$ cat config.mk
export PLATFORM = sky130hd
export DESIGN_NAME = calc_alu_sequencer
export DESIGN_NICKNAME = d
export VERILOG_FILES = /design/src/rtl/calc_pkg.sv /design/src/rtl/calc_div_step.sv /design/src/rtl/calc_alu_sequencer.sv
export SDC_FILE = /design/constraint.sdc
export NUM_CORES = 1
export LEC_CHECK = 0
export CORE_MARGIN = 4
export CORE_UTILIZATION = 60
export DETAILED_ROUTE_END_ITERATION = 8
export PLACE_DENSITY = 0.89
export SYNTH_ARGS = -nofsm -noshare
export SYNTH_HDL_FRONTEND = slang
export SYNTH_SLANG_ARGS = --single-unit
$ cat constraint.sdc
create_clock -name clk -period 8.5 [get_ports clk]
set_clock_uncertainty 0.1 [all_clocks]
set_input_delay 0.85 -clock clk [delete_from_list [all_inputs] [get_ports clk]]
set_output_delay 0.85 -clock clk [all_outputs]
set_load 0.05 [all_outputs]
$ cat src/rtl/calc_pkg.sv
// Shared calculator definitions: operand/result widths, op codes, sequencer states
// and the registered result payload.
package calc_pkg;

   localparam int unsigned NUM_W  = 17;
   localparam int unsigned RES_W  = 20;
   localparam int unsigned PROD_W = 2 * NUM_W;
   localparam int unsigned CNT_W  = $clog2(NUM_W);

   localparam logic [1:0] OP_ADD = 2'b00;
   localparam logic [1:0] OP_SUB = 2'b01;
   localparam logic [1:0] OP_MUL = 2'b10;
   localparam logic [1:0] OP_DIV = 2'b11;

   typedef enum logic [1:0] {
      S_IDLE   = 2'd0,
      S_CALC   = 2'd1,
      S_FINISH = 2'd2
   } state_t;

   typedef struct packed {
      logic [RES_W-1:0] result;
      logic [NUM_W-1:0] remainder;
      logic             negative;
      logic             ovf;
      logic             div0;
   } calc_res_t;

endpackage

$ cat src/rtl/calc_div_step.sv
// One restoring-division step: shift in the next dividend bit, subtract the
// divisor when it fits, emit the quotient bit.
module calc_div_step
   import calc_pkg::*;
(
   input  logic [NUM_W-1:0] rem_in,
   input  logic             dividend_bit,
   input  logic [NUM_W-1:0] divisor,
   output logic [NUM_W-1:0] rem_out,
   output logic             q_bit
);

   logic [NUM_W:0] trial;
   logic [NUM_W:0] diff;

   // The restored remainder is always below the divisor, so NUM_W bits suffice.
   always_comb begin
      trial   = {rem_in, dividend_bit};
      diff    = trial - {1'b0, divisor};
      q_bit   = (trial >= {1'b0, divisor});
      rem_out = q_bit ? NUM_W'(diff) : NUM_W'(trial);
   end

endmodule

$ cat src/rtl/calc_alu_sequencer.sv
// Multi-cycle arithmetic sequencer: single-cycle add/sub, 17-cycle shift-add
// multiply and restoring divide, with held result and a one-cycle done pulse.
module calc_alu_sequencer
   import calc_pkg::*;
(
   input  logic             clk,
   input  logic             reset_n,
   input  logic             start,
   input  logic [1:0]       op_code,
   input  logic [NUM_W-1:0] num1,
   input  logic [NUM_W-1:0] num2,
   output logic             busy,
   output logic             done,
   output logic [RES_W-1:0] result,
   output logic [NUM_W-1:0] remainder,
   output logic             negative,
   output logic             ovf,
   output logic             div0
);

   state_t            state, state_d;
   logic [CNT_W-1:0]  cnt, cnt_d;
   logic [1:0]        op_q, op_d;
   logic [NUM_W-1:0]  a_q, a_d, b_q, b_d;
   logic [PROD_W-1:0] acc, acc_d, mcand, mcand_d;
   logic [NUM_W-1:0]  shreg, shreg_d;
   logic [NUM_W-1:0]  rem_q, rem_d, quo, quo_d;
   calc_res_t         res_q, res_d;

   logic [PROD_W-1:0] prod_c;
   logic [NUM_W-1:0]  quo_nx_c;
   logic [NUM_W-1:0]  step_rem_c;
   logic              step_q_c;
   logic              last_c;

   calc_div_step u_div_step (
      .rem_in       (rem_q),
      .dividend_bit (shreg[NUM_W-1]),
      .divisor      (b_q),
      .rem_out      (step_rem_c),
      .q_bit        (step_q_c)
   );

   // Status decoded straight from the state register.
   assign busy      = (state != S_IDLE);
   assign done      = (state == S_FINISH);
   assign result    = res_q.result;
   assign remainder = res_q.remainder;
   assign negative  = res_q.negative;
   assign ovf       = res_q.ovf;
   assign div0      = res_q.div0;

   always_ff @(posedge clk or negedge reset_n) begin
      if (!reset_n) begin
         state <= S_IDLE;
         cnt   <= '0;
         op_q  <= '0;
         a_q   <= '0;
         b_q   <= '0;
         acc   <= '0;
         mcand <= '0;
         shreg <= '0;
         rem_q <= '0;
         quo   <= '0;
         res_q <= '0;
      end else begin
         state <= state_d;
         cnt   <= cnt_d;
         op_q  <= op_d;
         a_q   <= a_d;
         b_q   <= b_d;
         acc   <= acc_d;
         mcand <= mcand_d;
         shreg <= shreg_d;
         rem_q <= rem_d;
         quo   <= quo_d;
         res_q <= res_d;
      end
   end

   always_comb begin
      state_d  = state;
      cnt_d    = cnt;
      op_d     = op_q;
      a_d      = a_q;
      b_d      = b_q;
      acc_d    = acc;
      mcand_d  = mcand;
      shreg_d  = shreg;
      rem_d    = rem_q;
      quo_d    = quo;
      res_d    = res_q;

      prod_c   = acc + (shreg[0] ? mcand : '0);
      quo_nx_c = {quo[NUM_W-2:0], step_q_c};
      last_c   = (op_q == OP_ADD) || (op_q == OP_SUB) ||
                 ((op_q == OP_DIV) && (b_q == '0)) ||
                 (cnt == CNT_W'(NUM_W - 1));

      case (state)
         S_IDLE: begin
            if (start) begin
               state_d = S_CALC;
               cnt_d   = '0;
               op_d    = op_code;
               a_d     = num1;
               b_d     = num2;
               acc_d   = '0;
               mcand_d = PROD_W'(num1);
               // Multiplier shifts out LSB-first, dividend MSB-first.
               shreg_d = (op_code == OP_DIV) ? num1 : num2;
               rem_d   = '0;
               quo_d   = '0;
            end
         end

         S_CALC: begin
            cnt_d = cnt + CNT_W'(1);
            if (op_q == OP_MUL) begin
               acc_d   = prod_c;
               mcand_d = mcand << 1;
               shreg_d = shreg >> 1;
            end else if (op_q == OP_DIV) begin
               rem_d   = step_rem_c;
               quo_d   = quo_nx_c;
               shreg_d = shreg << 1;
            end

            if (last_c) begin
               state_d = S_FINISH;
               res_d   = '0;
               case (op_q)
                  OP_ADD: res_d.result = RES_W'(a_q) + RES_W'(b_q);
                  OP_SUB: begin
                     if (a_q >= b_q) begin
                        res_d.result = RES_W'(a_q - b_q);
                     end else begin
                        res_d.result   = RES_W'(b_q - a_q);
                        res_d.negative = 1'b1;
                     end
                  end
                  OP_MUL: begin
                     res_d.ovf    = |prod_c[PROD_W-1:RES_W];
                     res_d.result = res_d.ovf ? '1 : prod_c[RES_W-1:0];
                  end
                  OP_DIV: begin
                     if (b_q == '0) begin
                        res_d.div0 = 1'b1;
                     end else begin
                        res_d.result    = RES_W'(quo_nx_c);
                        res_d.remainder = step_rem_c;
                     end
                  end
                  default: ;
               endcase
            end
         end

         S_FINISH: state_d = S_IDLE;

         default: state_d = S_IDLE;
      endcase
   end

endmodule
# == After elaboration in Yosys (flattened, before gate mapping) ==
# Index checks and enable logic that the tools add are counted.
# totals
ff_bits,201
latch_bits,0
ramBits,0
romBits,0
input_bits,39
out_inout_bits,42
elab_cells,88
mem_count,0
# classes
addsub,6
mul,0
n_div,0
magnitude_cmp,2
n_eq_ne,13
shifts,0
n_mux,35
bitwise_logic,0
n_reduce_logical,17
# ops
op,n
34-bit two-way mux,6
17-bit two-way mux,9
34-bit one-hot mux with 2 select lines,2
20-bit one-hot mux with 4 select lines,1
17-bit one-hot mux with 2 select lines,2
20-bit two-way mux,2
17-bit by 17-bit subtractor with 18-bit output,2
34-bit adder,1
16-bit two-way mux,2
16-bit one-hot mux with 2 select lines,1
17-bit by 17-bit adder with 18-bit output,1
18-bit by 17-bit >= comparator with 1-bit output,1
17-bit >= comparator,1
17-bit logical NOT,1
17-bit subtractor,1
14-bit OR reduction,1
2-bit != test (second input constant),5
5-bit one-hot mux with 2 select lines,1
2-bit == test (second input constant),4
2-bit AND reduction,4
3-bit AND reduction,2
5-bit by 1-bit adder with 5-bit output (second input constant),1
5-bit == test (second input constant),1
1-bit two-way mux,5
10 further kinds,16

# == Longest topological paths before layout ==
# logic_depth
word_depth,6
depth_mapped,17
ltp_nobuf,14

# == Modules after synthesis ==
# From an unflattened synthesis, not the netlist that was laid out.
# unflattened
hier_cells,1757
hier_area_um2,14800.4
# modules_own_cells
module,n_inst,cells_per_inst,area_each_um2,seq_area_each_um2
calc_alu_sequencer,1,1599,13590.5,5029.8
calc_div_step,1,158,1209.9,0.0

# == Worst setup path before layout ==
# OpenSTA, ideal clock, no wires.
# synth_path
path_type,reg-to-reg
from,reg shreg[0]
to,"reg res_q, in the netlist result[10]"
setup_time_ns,0.128
arrival_ns,3.935
t_required_ns,8.272
path_slack_ns,4.337
path_stages_with_launch,18
path_buffers,4
period_less_slack_ns,4.163
path_cell_list,dfrtp_1 clkbuf_1 clkbuf_1 and2_1 ha_1 fa_1 a211oi_1 o21a_1 o211ai_1 a2111oi_0 nor4bb_1 nor4_1 o2111ai_1 or4_1 buf_2 buf_6 o31ai_2 o21ai_1
# synth_via
elab_chain_cells,5
# synth_lines
element,line_no,text
start: declaration,calc_alu_sequencer.sv:26,"logic [NUM_W-1:0] shreg, shreg_d;"
start signal: assignment,calc_alu_sequencer.sv:74,shreg <= shreg_d;
34-bit two-way mux (*),calc_alu_sequencer.sv:94,prod_c = acc + (shreg[0] ? mcand : '0);
34-bit adder (*),calc_alu_sequencer.sv:94,
14-bit OR reduction,calc_alu_sequencer.sv:143,res_d.ovf = |prod_c[PROD_W-1:RES_W];
20-bit two-way mux (*),calc_alu_sequencer.sv:144,res_d.result = res_d.ovf ? '1 : prod_c[RES_W-1:0];
20-bit one-hot mux with 4 select lines (*),calc_alu_sequencer.sv:132,case (op_q)
end signal: assignment,calc_alu_sequencer.sv:77,res_q <= res_d;
end: declaration,calc_alu_sequencer.sv:28,"calc_res_t res_q, res_d;"
# Mark *: on every way between the ends. The rest lies on a longest branch, timed or not.
# A chain may end at the register's enable or synchronous reset.

# == Final worst setup path ==
# layout_path
from,reg shreg[0]
to,"reg res_q, in the netlist result[8]"
# The elaborated chain is that of the path after synthesis.

==> results.ini <==
[outcome]
status = complete, no violations

[clock_network]
cts_htree_levels = 1
post_cts_buffers = 0
cts_buffers = 23
clk_pin_slew_ps = 60
cts.path.max_buffers = 3
ctsResizeCount = 0
cts.sinks = 201
hold_buffers = 0
cts_root_buffer = clkbuf_16
cts_tree = done
clock_latency_ps = 530

[flow_run]
cap_violations = 0

[worst_hold_path]
hp-class = in2async

[yosys]
synth_enable_flop_cells = 0
async_reset_ff_share_pct = 100
synth.largest_area_cell = dfrtp_1
netlist.area_leader.share_pct = 35.6
avgSynthCellArea_sq_um = 8.31
ys_ff_latch = 201
synth.distinct_cells = 75
yosysSeqAreaShare_pct = 35.6
synthTopCellsByArea = dfrtp_1 (36%), ha_1 (9.1%), nand2_1 (6.9%)
synthesis.area_sq_mm = 0.0141
synth_warnings = 0
syn_nets = 1848
yosys_most_used_dff = dfrtp_1
syn-instance-count = 1701

[timing]
tns_ps = 0
tightest_slew_ps = 1240
period_share_pct = 63.4
finalHoldViolCount = 0
timing.final.crit_period_ps = 5390
final_max_slew_viol_count = 0
slew_headroom_pct = 17.0
finalSetupViolCount = 0
max_freq_ghz = 0.186
rsz0062_at_grt = no

[detailed_routing]
drc = 0
first_pass_iters = 6
viasPerCell = 6.53
wl_per_cell_microns = 20.9
vias = 13375
routed_wl_microns = 42700
drt_iter0_markers = 1879
ant_nets = 0

[pwr]
power.switching_mw = 3.24
ir_worst_vdd_uv = 242
intPower_mw = 3.15
p_leak_nw = 7.28
swShare_pct = 50.7
clkPwrFrac_pct = 15.6
seq_power_share_pct = 24.0
p_per_area_mw_per_mm2 = 403
p_comb_share_pct = 60.4
finalPower_mw = 6.38

[setup_path]
slowest_delay_ps = 1010
start_kind = flip-flop
critical_path_class = reg2reg
arrival_ps = 5690
worst-path-buf-inv = 0
endpoint_kind = flip-flop
cp.required_ps = 8800
path_cells = and2_1 -> ha_1 -> and3_4 -> a221oi_2 -> o211ai_1 -> and3_1 -> or3_1 -> a222oi_1 -> o2111ai_1 -> or4_1 -> o31a_1 -> o21bai_1
critPathMaxFanout = 36
cp_top_family = simple AND/OR/NAND/NOR gates
crit_path_top_delay_cell = dfrtp_1

[layout]
num-fill-cells = 1820
drive_above_1_share_pct = 4.38
area_growth_pct = 11.9
nNetsFinal = 1866
regArea_sq_mm = 0.00503
multiInputGateArea_sq_mm = 0.00845
n_antenna_cell = 0

[placed_design]
numPortBuffers = 80
place_hpwl_microns = 31200
gp_congestion = 0.967

[floorplanning]
fp.coreArea_sq_mm = 0.0229
initial_core_util_pct = 61.7
io_pins = 81
die_x_microns = 161
rows = 55
fp.dieArea_sq_mm = 0.0261
die_h_microns = 161

[grt]
grt_first_pass_wirelength_microns = 69400
grt_max_degree = 123
grt_overflow = 0
grt_pass1_vias = 12811
track_usage_pct = 32.6
antenna_found_initial = 0

## worst paths after layout
kind / startpoint / to / slack [ps] / depth (start not counted)
worst min-delay path: reset_n / rem_q[13]$_DFFE_PN0P_ / 340 / 1
min in group clk: remainder[14]$_DFFE_PN0P_ / remainder[14]$_DFFE_PN0P_ / 370 / 2
worst max-delay path: shreg[0]$_DFFE_PN0P_ / result[8]$_DFFE_PN0P_ / 3110 / 12
worst max register to register: shreg[0]$_DFFE_PN0P_ / result[8]$_DFFE_PN0P_ / 3110 / 12
worst min register to register: remainder[14]$_DFFE_PN0P_ / remainder[14]$_DFFE_PN0P_ / 370 / 2
max in group asynchronous: reset_n / acc[11]$_DFFE_PN0P_ / 6360 / 2
## sequential cells by signal (all words and copies together), names as in the netlist
signal	flops
a_q	17
mcand	34
div0	1
result	20
quo	16
ovf	1
acc	34
remainder	17
cnt	5
negative	1
op_q	2
shreg	17
b_q	17
state	2
rem_q	17
## synth_stat cells, drive strengths merged (13+ instances only)
master / count
a21o: 22
a21oi: 145
a22o: 52
a31oi: 15
and2: 44
buf: 14
clkbuf: 86
dfrtp: 201
ha: 103
inv: 79
mux2i: 37
nand2: 258
nand3: 42
nand4: 14
nor2: 87
nor3: 24
o211ai: 18
o21ai: 198
o21bai: 13
xnor2: 36
xor2: 17
## stage by stage
| step | area (sq um) | utilization, % | cells | hold slack, ps | setup WS (ps) |
|---|---|---|---|---|---|
| CTS | 15800 | 69.0 | 2048 | 379 | 3200 |
| floorplan | 14100 | - | 1701 | 345 | 4340 |
| finish | 15800 | 69.0 | 2048 | 340 | 3110 |
| global placement | 15100 | 65.8 | 2007 | 360 | 3340 |
| global route | 15800 | 69.0 | 2048 | 399 | 2870 |
| detailed placement | 15100 | 65.8 | 2007 | 366 | 3200 |
## cell type report
cell class / count / share of cell area (%)
clock buffers: 34 / 4.28
clock inverters: 7 / 0.427
inverters: 79 / 1.87
multi-input cells: 1321 / 53.4
flip-flops and latches: 201 / 31.8
well taps: 313 / 2.48
repair buffers: 93 / 5.70
## power groups by stage
stage                     Clock (mW)  Sequential, mW  Combinational [mW]
after global placement             0            1.52                3.63
after CTS                      0.998            1.52                3.76
after global routing            1.05            1.56                4.17
after detailed placement           0            1.53                3.72
final                          0.994            1.53                3.86
after floorplan                    0            1.60                2.57
## cells in the final DEF, fill, tap and decap left out, types with 10 or more instances in the layout
cell,count
o31ai_1,10
nor4_1,11
and2_1,44
o211ai_1,18
a21oi_1,143
nor3_1,24
buf_4,13
nand4_1,14
and3_1,11
o21ai_0,193
nor2_1,83
a21o_1,22
mux2i_1,37
nand2_1,257
a31oi_1,15
ha_1,103
o21bai_1,13
dfrtp_1,201
a22o_1,52
inv_1,79
clkdlybuf4s50_1,79
xor2_1,17
clkbuf_16,23
nor2b_1,10
xnor2_1,36
nand3_1,42
a211oi_1,10
## per-layer routing
layer  vias up  wire, microns  GRT usage (%)
li1       6122              -              -
met1      6399          17600           46.3
met2       734          19100           50.7
met3       120           4590           6.69
met4         0           1460           9.85
met5         -              0              0
## kinds of logic (layout without fill, tap and decap cells)
logic type	count (synthesis)	in the layout	share of synthesized area [%]
flip-flops	201	201	35.6
AO/OA/AOI/OAI	574	574	25.7
XOR/XNOR	53	53	3.28
multiplexers	42	42	3.02
buffers and inverters	179	213	4.91
AND/OR/NAND/NOR	544	544	17.7
adder cells (fa/ha/maj)	108	108	9.83
No activity file was read; power rests on OpenSTA's default activity.
